$ cat src/rtl/pipereg_skid_pkg.sv
// Shared types for the skid-buffered pipeline register.
// State encodings and the state-to-occupancy mapping.
package pipereg_skid_pkg;

    typedef enum logic [1:0] {
        PRS_EMPTY = 2'b00,
        PRS_BUSY  = 2'b01,
        PRS_FULL  = 2'b10
    } prs_state_e;

    function automatic logic [1:0] prs_occ(input prs_state_e s);
        logic [1:0] o;
        o = 2'd0;
        unique case (s)
            PRS_BUSY: o = 2'd1;
            PRS_FULL: o = 2'd2;
            default:  o = 2'd0;
        endcase
        return o;
    endfunction

endpackage

$ cat src/rtl/pipereg_skid_flopenrs.sv
// Data flop with synchronous reset, synchronous clear and enable.
// Reset and clear both load RESET_VAL; reset wins, then clear, then enable.
module flopenrs #(
    parameter int               WIDTH     = 32,
    parameter logic [WIDTH-1:0] RESET_VAL = '0
) (
    input  logic             clk,
    input  logic             reset,
    input  logic             en,
    input  logic             clear,
    input  logic [WIDTH-1:0] d,
    output logic [WIDTH-1:0] q
);

    always_ff @(posedge clk) begin
        if (reset) begin
            q <= RESET_VAL;
        end else if (clear) begin
            q <= RESET_VAL;
        end else if (en) begin
            q <= d;
        end
    end

endmodule

$ cat src/rtl/pipereg_skid.sv
// Two-entry skid pipeline register: main drives out_data, skid absorbs
// one extra payload so handshake outputs can be fully registered.
module pipereg_skid
    import pipereg_skid_pkg::*;
#(
    parameter int               WIDTH      = 32,
    parameter logic [WIDTH-1:0] FLUSH_DATA = '0
) (
    input  logic             clk,
    input  logic             reset,
    input  logic             flush,
    input  logic             in_valid,
    output logic             in_ready,
    input  logic [WIDTH-1:0] in_data,
    output logic             out_valid,
    input  logic             out_ready,
    output logic [WIDTH-1:0] out_data,
    output logic [1:0]       occ
);

    prs_state_e       state_q;
    prs_state_e       state_n;
    logic [1:0]       occ_q;
    logic             in_ready_q;
    logic             in_fire;
    logic             out_fire;
    logic             main_en;
    logic             skid_en;
    logic             main_from_skid;
    logic [WIDTH-1:0] main_d;
    logic [WIDTH-1:0] main_q;
    logic [WIDTH-1:0] skid_q;

    assign in_fire  = in_valid & in_ready_q;
    assign out_fire = out_valid & out_ready;

    always_comb begin
        state_n        = state_q;
        main_en        = 1'b0;
        skid_en        = 1'b0;
        main_from_skid = 1'b0;
        if (flush) begin
            state_n = PRS_EMPTY;
        end else begin
            unique case (state_q)
                PRS_EMPTY: begin
                    if (in_fire) begin
                        main_en = 1'b1;
                        state_n = PRS_BUSY;
                    end
                end
                PRS_BUSY: begin
                    if (in_fire && !out_fire) begin
                        skid_en = 1'b1;
                        state_n = PRS_FULL;
                    end else if (!in_fire && out_fire) begin
                        state_n = PRS_EMPTY;
                    end else if (in_fire && out_fire) begin
                        main_en = 1'b1;
                    end
                end
                PRS_FULL: begin
                    if (out_fire) begin
                        main_en        = 1'b1;
                        main_from_skid = 1'b1;
                        state_n        = PRS_BUSY;
                    end
                end
                default: state_n = PRS_EMPTY;
            endcase
        end
    end

    assign main_d = main_from_skid ? skid_q : in_data;

    // Handshake outputs are precomputed from the next state.
    always_ff @(posedge clk) begin
        if (reset) begin
            state_q    <= PRS_EMPTY;
            occ_q      <= 2'd0;
            in_ready_q <= 1'b0;
        end else begin
            state_q    <= state_n;
            occ_q      <= prs_occ(state_n);
            in_ready_q <= (state_n != PRS_FULL);
        end
    end

    flopenrs #(
        .WIDTH     (WIDTH),
        .RESET_VAL (FLUSH_DATA)
    ) u_main (
        .clk   (clk),
        .reset (reset),
        .en    (main_en),
        .clear (flush),
        .d     (main_d),
        .q     (main_q)
    );

    flopenrs #(
        .WIDTH     (WIDTH),
        .RESET_VAL (FLUSH_DATA)
    ) u_skid (
        .clk   (clk),
        .reset (reset),
        .en    (skid_en),
        .clear (flush),
        .d     (in_data),
        .q     (skid_q)
    );

    assign in_ready  = in_ready_q;
    assign out_valid = (state_q != PRS_EMPTY);
    assign out_data  = main_q;
    assign occ       = occ_q;

endmodule

$ cat config.mk
export PLATFORM = sky130hd
export DESIGN_NAME = pipereg_skid
export DESIGN_NICKNAME = d
export VERILOG_FILES = /design/src/rtl/pipereg_skid_pkg.sv /design/src/rtl/pipereg_skid_flopenrs.sv /design/src/rtl/pipereg_skid.sv
export SDC_FILE = /design/constraint.sdc
export NUM_CORES = 1
export LEC_CHECK = 0
export CAP_MARGIN = 0
export CELL_PAD_IN_SITES_DETAIL_PLACEMENT = 1
export CELL_PAD_IN_SITES_GLOBAL_PLACEMENT = 1
export CORE_MARGIN = 5
export CORE_UTILIZATION = 48
export DETAILED_ROUTE_END_ITERATION = 8
export DONT_BUFFER_PORTS = 1
export GPL_TIMING_DRIVEN = 0
export PLACE_DENSITY = 0.86
export SYNTH_ARGS = -nofsm -noshare
export SYNTH_HDL_FRONTEND = slang
export SYNTH_SLANG_ARGS = --single-unit
$ cat constraint.sdc
create_clock -name clk -period 2.3 [get_ports clk]
set_input_delay 0.23 -clock clk [delete_from_list [all_inputs] [get_ports clk]]
set_output_delay 0.23 -clock clk [all_outputs]
set_load 0.02 [all_outputs]
==> out/results.ini <==
[cells_and_area]
drive_gt1_share_pct = 11.2
finalNetCount = 363
area_growth_pct = 11.4
antenna_cells = 0

[drt]
drc = 0
ant_nets = 0
drt-pass1-iter-count = 4
dr.first_iter.drc_count = 76
via_count = 2261
totalWireLength_um = 7030
routed_via_density = 5.61
drt-wirelength-per-cell_um = 17.4

[sta]
rsz0062_at_grt = no
setup_viol = 0
fin_skew_ns = 0.0101
finalCritPeriodShare_pct = 70.8
tightest_slew_ns = 0.486
slew_violations = 0
hold_viol_final = 0
min_period_ns = 1.63
fmax_mhz = 614
slew-limit-headroom_pct = 67.6
final.setup.tns_ns = 0

[global_route]
grt_pass1_wl_um = 11800
grt_max_degree = 12
grt.overflow.total = 0
antenna_found_initial = 0
grt_pass1_vias = 2413
grtUsageTotal_pct = 20.2

[worst_hold_path]
whs_path_depth = 2
whs_endpoint = u_skid.q[28]
hold_path.class = primary input to register
holdCritStartpoint = in_data[28]

[critical_path]
end_kind = register
cp-start-kind = register
crit_fanout = 10
worstPathArrival_ns = 1.89
rr_endpoint = u_skid.q[2]
r2r-start = in_ready
cp.required_ns = 2.56
worstSetupPathType = register to register
rr_worst_depth = 6
regToRegSetupSlack_ns = 0.67

[cts]
clk-insertion-delay-late_ns = 0.34
cts-buffers-inserted = 9
cts_tree = done
cts_buffer_depth = 2
clkSlewWorstSetupHoldPaths_ns = 0.07
h-tree-depth = 3
clock-sinks = 69
root_buffer = clkbuf_8

[logic_synthesis]
synth_area_per_cell_sq_um = 9.04
yosysMostFrequentCell = dfxtp_1
synthTopCellsByArea = dfxtp_1 49%, a21oi_1 12%, mux2i_1 11%, nand2_1 8.7%, o21ai_1 4.8%
yosys.area.top_type_share_pct = 49.1
synth_area_leader_cell = dfxtp_1
synth_edf_count = 0
netlist_area_sq_um = 2810
yosysWarnings = 0
synthTopCellsByCount = 69 x dfxtp_1, 67 x a21oi_1, 65 x nand2_1, 32 x mux2i_1, 27 x o21ai_1
syn_nets = 348
syn_inst = 311
synth_cell_type_count = 25
ys_ff_latch = 69
synth_seq_area_share_pct = 49.1
synthArstFlopShare_pct = 0
ys.flop_type = dfxtp_1

[power]
total_power_mw = 2.39
power_density_nw_per_um2 = 764
p_leak_nw = 1.06
ir_drop_mv = 0.374

[die]
initial_core_util_pct = 50.2
die_x_um = 86.6
die_h_um = 86.6
core-area_sq_um = 5610
io_pins = 73
row_count = 27
dieArea_sq_um = 7490

[place]
portBuffers = 0
gp_congestion = 0.731
place_hpwl_um = 4870

[outcome]
status = complete, no violations

[run]
max-cap-violations = 0

## repair_timing
| action | 4_1_cts | 5_1_grt |
|---|---|---|
| endpoints found under the hold margin | 5 | 0 |
| setup buffers | 0 | 0 |
| hold buffers | 4 | 0 |
| gates resized for setup | 0 | 0 |
## worst max-delay path by stage
stage / startpoint / to / slack (ns) / depth (start not counted)
after floorplan: in_ready / u_main.q[16] / 0.93 / 6
after global placement: in_ready / u_skid.q[7] / 0.72 / 5
after detailed placement: in_ready / u_skid.q[9] / 0.67 / 5
after CTS: in_ready / u_skid.q[2] / 0.64 / 5
after global routing: in_ready / u_skid.q[2] / 0.47 / 5
final: in_ready / u_skid.q[2] / 0.67 / 6
## cell families (layout without fill, tap and decap cells)
logic type | after synthesis | after routing | share of synthesized area, %
compound gates | 102 | 102 | 18.5
flops | 69 | 69 | 49.1
simple gates | 82 | 82 | 12.8
mux | 32 | 32 | 11.4
buf+inv | 26 | 46 | 8.23
## critical path, cell delays in order, from the launching register on
cell,delay (ns)
dfxtp_1,0.50
and3b_1,0.28
and3_1,0.16
buf_2,0.15
buf_2,0.25
nand2_1,0.08
a21oi_1,0.14
## metal layers
layer	track usage [%]	vias to the layer above	wire (um)	share of wire (%)
met2	34.1	58	3500	50
met3	8.56	8	603	8.6
met4	6.52	0	80	1.1
met5	0	-	0	0
li1	-	1107	-	-
met1	22.9	1088	2850	41
## registers in the layout, summed over array words and instances (netlist names)
signal	cells
u_main.q	32
u_skid.q	32
occ	2
state_q	2
in_ready	1
## stage by stage
step                      area (sq um)  cells  setup WS (ns)  hold slack [ns]  util, %
after floorplan                   2810    311          0.930            0.302        -
after global placement            2900    383          0.720            0.305     51.8
after detailed placement          2900    383          0.665            0.309     51.8
after CTS                         3130    403          0.636         0.000444     55.9
after global routing              3130    403          0.474           0.0111     55.9
final                             3130    403          0.671           0.0186     55.9
## layout make-up
| cell class | count | area (sq um) |
|---|---|---|
| fill | 673 | 2470 |
| clock buffer | 11 | 141 |
| sequential | 69 | 1380 |
| multi-input combinational | 216 | 1200 |
| buffer | 26 | 231 |
| clock inverter | 5 | 50.0 |
| tap | 72 | 90.1 |
| timing repair buffer | 4 | 40.0 |
## placed cells by master, fill, tap and decap left out, types with 2 or more instances in the layout
cell type	netlist	routed
a21oi_1	67	67
and3b_1	2	2
buf_12	3	3
buf_2	5	5
buf_6	6	6
buf_8	3	3
clkbuf_1	9	10
clkbuf_8	0	10
clkinv_2	0	4
dfxtp_1	69	69
dlygate4sd3_1	0	4
mux2i_1	32	32
nand2_1	65	65
nor2_1	4	4
nor4_1	2	2
o21ai_0	5	5
o21ai_1	27	27
or2_2	2	2
## power breakdown
part           switching [mW]  internal, mW  total [mW]
Sequential             0.0553          1.22        1.28
Clock                   0.441         0.523       0.964
Combinational          0.0872        0.0636       0.151
Power figures use the tool's default switching activity.
